--- src/rtl/decode_stage.sv ---
// RV32I decode for integer-computational instructions into ALU op/operands.
// One-entry registered output slot; latency 1 cycle; in_ready = !out_valid || out_ready; flush wins.
module decode_stage (
  input  logic        clk,
  input  logic        rst,
  input  logic        in_valid,
  output logic        in_ready,
  input  logic [31:0] in_instr,
  input  logic [31:0] in_pc,
  output logic [4:0]  rs1_addr,
  output logic [4:0]  rs2_addr,
  input  logic [31:0] rs1_data,
  input  logic [31:0] rs2_data,
  input  logic        flush,
  output logic        out_valid,
  input  logic        out_ready,
  output logic [31:0] out_operand1,
  output logic [31:0] out_operand2,
  output logic [3:0]  out_alu_op,
  output logic [4:0]  out_rd,
  output logic        out_reg_write,
  output logic        out_illegal,
  output logic [31:0] out_pc
);

  typedef enum logic [3:0] {
    ALU_ADD  = 4'b0000,
    ALU_SUB  = 4'b0001,
    ALU_AND  = 4'b0010,
    ALU_OR   = 4'b0011,
    ALU_XOR  = 4'b0100,
    ALU_SLL  = 4'b0101,
    ALU_SRL  = 4'b0110,
    ALU_SRA  = 4'b0111,
    ALU_SLT  = 4'b1000,
    ALU_SLTU = 4'b1001
  } alu_op_e;

  typedef struct packed {
    logic [31:0] operand1;
    logic [31:0] operand2;
    alu_op_e     alu_op;
    logic [4:0]  rd;
    logic        reg_write;
    logic        illegal;
    logic [31:0] pc;
  } slot_t;

  localparam logic [6:0] OPC_OP     = 7'b0110011;
  localparam logic [6:0] OPC_OP_IMM = 7'b0010011;
  localparam logic [6:0] OPC_LUI    = 7'b0110111;
  localparam logic [6:0] OPC_AUIPC  = 7'b0010111;
  localparam logic [6:0] F7_ZERO    = 7'b0000000;
  localparam logic [6:0] F7_ALT     = 7'b0100000;

  logic [6:0]  opcode;
  logic [2:0]  funct3;
  logic [6:0]  funct7;
  logic [31:0] imm_i;
  logic [31:0] imm_u;
  logic [31:0] shamt;
  logic        f7_zero;
  logic        f7_alt;

  assign opcode  = in_instr[6:0];
  assign funct3  = in_instr[14:12];
  assign funct7  = in_instr[31:25];
  assign imm_i   = {{20{in_instr[31]}}, in_instr[31:20]};
  assign imm_u   = {in_instr[31:12], 12'b0};
  assign shamt   = {27'b0, in_instr[24:20]};
  assign f7_zero = (funct7 == F7_ZERO);
  assign f7_alt  = (funct7 == F7_ALT);

  assign rs1_addr = in_instr[19:15];
  assign rs2_addr = in_instr[24:20];

  // funct3 -> ALU op shared by R-type and I-type; SUB/SRA selected by caller.
  function automatic alu_op_e f3_to_op(input logic [2:0] f3, input logic alt);
    alu_op_e op;
    case (f3)
      3'b000:  op = alt ? ALU_SUB : ALU_ADD;
      3'b001:  op = ALU_SLL;
      3'b010:  op = ALU_SLT;
      3'b011:  op = ALU_SLTU;
      3'b100:  op = ALU_XOR;
      3'b101:  op = alt ? ALU_SRA : ALU_SRL;
      3'b110:  op = ALU_OR;
      default: op = ALU_AND;
    endcase
    return op;
  endfunction

  slot_t dec;
  logic  legal;

  always_comb begin
    legal        = 1'b0;
    dec          = '0;
    dec.alu_op   = ALU_ADD;
    dec.rd       = in_instr[11:7];
    dec.pc       = in_pc;
    case (opcode)
      OPC_OP: begin
        dec.operand1 = rs1_data;
        dec.operand2 = rs2_data;
        dec.alu_op   = f3_to_op(funct3, f7_alt);
        legal        = f7_zero || (f7_alt && (funct3 == 3'b000 || funct3 == 3'b101));
      end
      OPC_OP_IMM: begin
        dec.operand1 = rs1_data;
        dec.operand2 = imm_i;
        dec.alu_op   = f3_to_op(funct3, 1'b0);
        legal        = 1'b1;
        if (funct3 == 3'b001) begin
          dec.operand2 = shamt;
          legal        = f7_zero;
        end else if (funct3 == 3'b101) begin
          dec.operand2 = shamt;
          dec.alu_op   = f3_to_op(funct3, f7_alt);
          legal        = f7_zero || f7_alt;
        end
      end
      OPC_LUI: begin
        dec.operand2 = imm_u;
        legal        = 1'b1;
      end
      OPC_AUIPC: begin
        dec.operand1 = in_pc;
        dec.operand2 = imm_u;
        legal        = 1'b1;
      end
      default: legal = 1'b0;
    endcase
    // Illegal encodings still occupy the slot so execute can trap on them.
    if (!legal) begin
      dec.operand1 = '0;
      dec.operand2 = '0;
      dec.alu_op   = ALU_ADD;
    end
    dec.illegal   = !legal;
    dec.reg_write = legal && (dec.rd != 5'd0);
  end

  slot_t slot_q, slot_d;
  logic  valid_q, valid_d;
  logic  accept;
  logic  consume;

  assign in_ready = !valid_q || out_ready;
  assign accept   = in_valid && in_ready && !flush;
  assign consume  = valid_q && out_ready;

  always_comb begin
    slot_d  = slot_q;
    valid_d = valid_q;
    if (flush) begin
      valid_d = 1'b0;
    end else if (accept) begin
      slot_d  = dec;
      valid_d = 1'b1;
    end else if (consume) begin
      valid_d = 1'b0;
    end
  end

  always_ff @(posedge clk) begin
    if (rst) begin
      slot_q  <= '0;
      valid_q <= 1'b0;
    end else begin
      slot_q  <= slot_d;
      valid_q <= valid_d;
    end
  end

  assign out_valid     = valid_q;
  assign out_operand1  = slot_q.operand1;
  assign out_operand2  = slot_q.operand2;
  assign out_alu_op    = slot_q.alu_op;
  assign out_rd        = slot_q.rd;
  assign out_reg_write = slot_q.reg_write;
  assign out_illegal   = slot_q.illegal;
  assign out_pc        = slot_q.pc;

endmodule

--- config.mk ---
export PLATFORM = sky130hd
export DESIGN_NAME = decode_stage
export DESIGN_NICKNAME = d
export VERILOG_FILES = /design/src/rtl/decode_stage.sv
export SDC_FILE = /design/constraint.sdc
export NUM_CORES = 1
export LEC_CHECK = 0
export CORE_MARGIN = 1.5
export CORE_UTILIZATION = 36
export CTS_CLUSTER_DIAMETER = 200
export CTS_CLUSTER_SIZE = 14
export DETAILED_ROUTE_END_ITERATION = 12
export GPL_ROUTABILITY_DRIVEN = 1
export HOLD_SLACK_MARGIN = 0.05
export PLACE_DENSITY = 0.87
export SETUP_SLACK_MARGIN = 0.15
export SYNTH_ARGS = -nofsm -noshare
export SYNTH_HDL_FRONTEND = slang
export SYNTH_SLANG_ARGS = --single-unit
export TNS_END_PERCENT = 30
--- constraint.sdc ---
create_clock -name clk -period 1.48 [get_ports clk]
set_input_delay 0.296 -clock clk [delete_from_list [all_inputs] [get_ports clk]]
set_output_delay 0.296 -clock clk [all_outputs]
set_load 0.03 [all_outputs]
==> results.md <==
- The worst stage delay on the critical path is 0.26 ns.
- For this run, the number of standard cells in the final layout without fillers is 1,056.
- Of the cells placed in the final design, the portion with a size suffix greater than 1 is 23.78%.
- The critical path's most frequent cell is sky130_fd_sc_hd__buf_6.
- The via count of the first global-routing pass is 5,584.
- After synthesis, the share of flip-flops with an asynchronous set or reset is 0%.
- At the end of the flow, the number of nets in the layout was 1,007.
- The post-synthesis cell count is 587.
- After synthesis the netlist holds a flip-flop and latch count of 108.
- The end of the worst hold path is out_valid.
- The number of setup violations in the final report is 2.
- After detailed routing, the average wire length per cell comes to 19.14 um.
- The number of hold violations in the final report is 0.
- The overflow left after global routing is 0.
- In this run the power density over the cells is 844.6 mW/mm^2.
- Across all register-to-register paths, the minimum setup slack is 0.02 ns.
- The standard cell core area is 0.01330 mm^2.
- The overall routed net length is 20,210 um.
- Hold is met by 0.3224 ns.
- The leakage component of the power is 3.871 nW.
- In the synthesized netlist the dominant register cell turns out to be sky130_fd_sc_hd__dfxtp_1.
- Yosys instantiated no cell more often than sky130_fd_sc_hd__nand2_1.
- The first-pass GRT wire length is 29,610 um.
- TritonCTS built the clock tree.
- The netlist area before placement is 0.004923 mm^2.
- The proportion of synthesized chip area in sequential cells is 43.91%.
- During synthesis, Yosys emitted a total of 0 warnings.
- The floorplan step defined a die boundary enclosing 0.01439 mm^2.
- The minimum period implied by the final worst setup slack is 1.509 ns.
- The remaining antenna violation count is 0.
- The tool flagged a number of max-cap violations equal to 0.
- STA classifies the critical path startpoint as an input pin.
- The routed via count divided by cell count is 5.477.
- Along the worst path, the maximum fanout reaches 5.
- In this run the critical register-to-register path is launched from out_valid.
- Counting flops with a built-in enable in the synthesized netlist gives 0.
- The floorplan has 42 rows.
- Traced cell by cell, the critical path runs through buf_6 -> nand4b_1 -> buf_4 -> buf_6 -> o211ai_4 -> buf_12 -> clkbuf_16 -> o211ai_1 -> a211oi_2.
- The final design utilization is 66.23%.
- By count the netlist is led by sky130_fd_sc_hd__nand2_1 (123), sky130_fd_sc_hd__dfxtp_1 (108), sky130_fd_sc_hd__a21oi_1 (43).
- The first routing iteration left 373 violations.
- The cell count after placement is 1,003.
- Setup repair after global routing could not meet its margin everywhere.
- The detailed placement HPWL is 12,930 um.
- The I/O pin total is 252.
- The y dimension of the die is 119.9 um.
- The filler cells instantiated in the layout total 1,091.
- In this design, the largest share of critical-path delay is due to buffers and inverters.
- The pin slew with the least headroom to its limit is 0.4617 ns.
- In this run the tightest slew margin relative to its limit is 69.22%.
- The first TritonRoute pass finished after 5 iterations.
- The root cell of the clock tree is sky130_fd_sc_hd__clkbuf_16.
- The kind of path behind the tightest hold check is input pin to flop.
- The synthesized netlist contains 43 unique library cells.
- Along the worst hold path, the cell count comes to 2.
- The initial cell density of the core is 37.03%.
- For this design, the slowest cell found on the critical path is sky130_fd_sc_hd__a211oi_2.
- Across the routed clock network, the largest skew measured is 0.007289 ns.
- The worst ir drop on vdd is 0.8301 mV.
- Dividing the final minimum period by the clock period gives 102.0%.
- The flow ran to the end, but the final reports show violations.
- The clock net in this run drives a total of 108 sinks.
- The initial antenna violation count is 1.
- The area growth from synthesis to final layout is 78.86%.
- The overall power consumption is 0.007438 W.
- The pin count of the biggest net entering global routing is 39.
- The total area of sequential cells is 0.002166 mm^2.
- The max-slew violation count is 0.
- After clock tree synthesis, the clock-pin slew on the worst setup and hold paths is 0.07 ns.
- Global routing used 26.22% of the available tracks.
- The worst setup path is captured at a flop.
- For this run, design rule violations remaining after detail routing come to 0.
- The combined area of the multi-input logic cells is 0.002592 mm^2.
- The accumulated negative setup slack is -0.04691 ns.
- The cell type with the highest aggregate area in the netlist is sky130_fd_sc_hd__dfxtp_1.
- The number of buffers and inverters on the critical path is 5.
- Based on the critical path, the design can be clocked at up to 662.6 MHz.
- The number of nets in the synthesized netlist is 720.
- The post-layout worst setup margin is -0.02924 ns.
- STA puts the critical path data required time at 1.74 ns.
- The checks that failed: negative setup slack.
- During placement, the flow inserted port buffers numbering 251.
- In the post-synthesis netlist, the biggest area contributors are sky130_fd_sc_hd__dfxtp_1 (44%), sky130_fd_sc_hd__nand2_1 (9.4%), sky130_fd_sc_hd__a32o_1 (7.1%).
- Measured along the x axis, the die boundary spans 119.9 um.
- The classification of the worst setup path is input pin to flop.
- The worst register-to-register path has a depth of 7.
- The clock passes through at most 2 buffers.
- The startpoint identified for the worst hold timing path is flush.
- The number of vias in the routed layout is 5,784.
- The number of H-tree levels is 3.
- The data arrival time of the critical path is 1.77 ns.
- The share of Yosys cell area claimed by the top area cell type is 43.91%.
- Routability-driven placement finished with a final weighted congestion of 0.8543.
- The number of CTS-inserted buffers is 9.
- The source-to-sink clock delay at the later pin of the worst-skew pair is 0.35 ns.
- The endpoint of the worst register-to-register path is out_operand2[27].
- The average instance in the mapped netlist occupies 8.388 um^2.
-- how the worst max path moves through the flow --
stage	from	endpoint	slack [ns]	cells after the start
2_1_floorplan	out_valid	out_operand1[10]	-0.08	8
3_3_place_gp	in_instr[12]	out_operand2[17]	-0.66	6
3_5_place_dp	in_instr[12]	out_operand2[30]	-0.72	6
4_1_cts	out_operand2[11]	out_operand2[11]	0.04	1
5_1_grt	in_instr[6]	out_operand2[27]	-0.03	9
6_report	in_instr[6]	out_operand2[27]	-0.03	9
-- cell usage in the layout (no fill, tap or decap), drive strengths merged, types with 9 or more instances in the layout --
cell	n
a21oi	44
o21ai	9
a32o	35
a22oi	19
nand2	123
nor2	15
clkdlybuf4s50	111
a211oi	26
o211ai	21
o22ai	32
inv	36
dfxtp	108
dlygate4sd2	97
buf	117
clkbuf	27
-- worst register-to-register path, cell delays in order (launching register included) --
cell	delay, ns
sky130_fd_sc_hd__dfxtp_4	0.36
sky130_fd_sc_hd__nand2b_4	0.10
sky130_fd_sc_hd__buf_4	0.17
sky130_fd_sc_hd__o211ai_4	0.08
sky130_fd_sc_hd__buf_12	0.16
sky130_fd_sc_hd__clkbuf_16	0.14
sky130_fd_sc_hd__o211ai_1	0.13
sky130_fd_sc_hd__a211oi_2	0.26
-- where the power goes --
part	switching [W]	total (W)	internal, W
clock network	0.00113	0.00263	0.00150
registers	0.0000487	0.00304	0.00299
logic	0.000919	0.00177	0.000846
total	0.00210	0.00744	0.00534
-- registers in the layout (all words and copies together) (netlist names) --
register,flops
out_illegal,1
out_reg_write,1
out_rd,5
out_pc,32
out_operand2,32
out_operand1,32
out_valid,1
out_alu_op,4
-- cell type report --
type	count	area share, %
diodes	1	0.02842
multi-input cells	375	29.44
repair buffers	345	38.25
inverters	35	1.492
clock inverters	7	1.137
clock buffers	9	2.558
well taps	176	2.501
flip-flops and latches	108	24.60
-- per-stage QoR --
stage / area (um^2) / worst slack, ns
2_1_floorplan: 5020 / -0.07917
3_3_place_gp: 7851 / -0.6611
3_5_place_dp: 7851 / -0.7225
4_1_cts: 8552 / 0.04192
5_1_grt: 8806 / -0.03318
6_report: 8806 / -0.02924
-- timing repair --
item                                    in CTS  in global routing
buffers inserted                            17                  6
gates cloned                                 8                  5
pin swaps                                   16                 12
hold buffers                                 0                  0
resized for setup                          223                 63
endpoints found under the setup margin     215                205
-- layer usage --
metal / vias up / share of wire [%] / track usage, %
met5: - / 0 / 0
met4: 0 / 3.4 / 11.24
met3: 46 / 8.1 / 6.511
met2: 273 / 50 / 45.46
met1: 2780 / 38 / 30.62
li1: 2685 / - / -
-- cells by family after synthesis --
logic type	after synthesis	synth area share, %
muxes	5	1.144
AOI/OAI and AO/OA	196	29.28
buffers and inverters	105	10.32
DFF	108	43.91
xor gates and xnor gates	1	0.1779
and+or+nand+nor	172	15.17
Note: power is estimated with default switching activity, not from simulation.
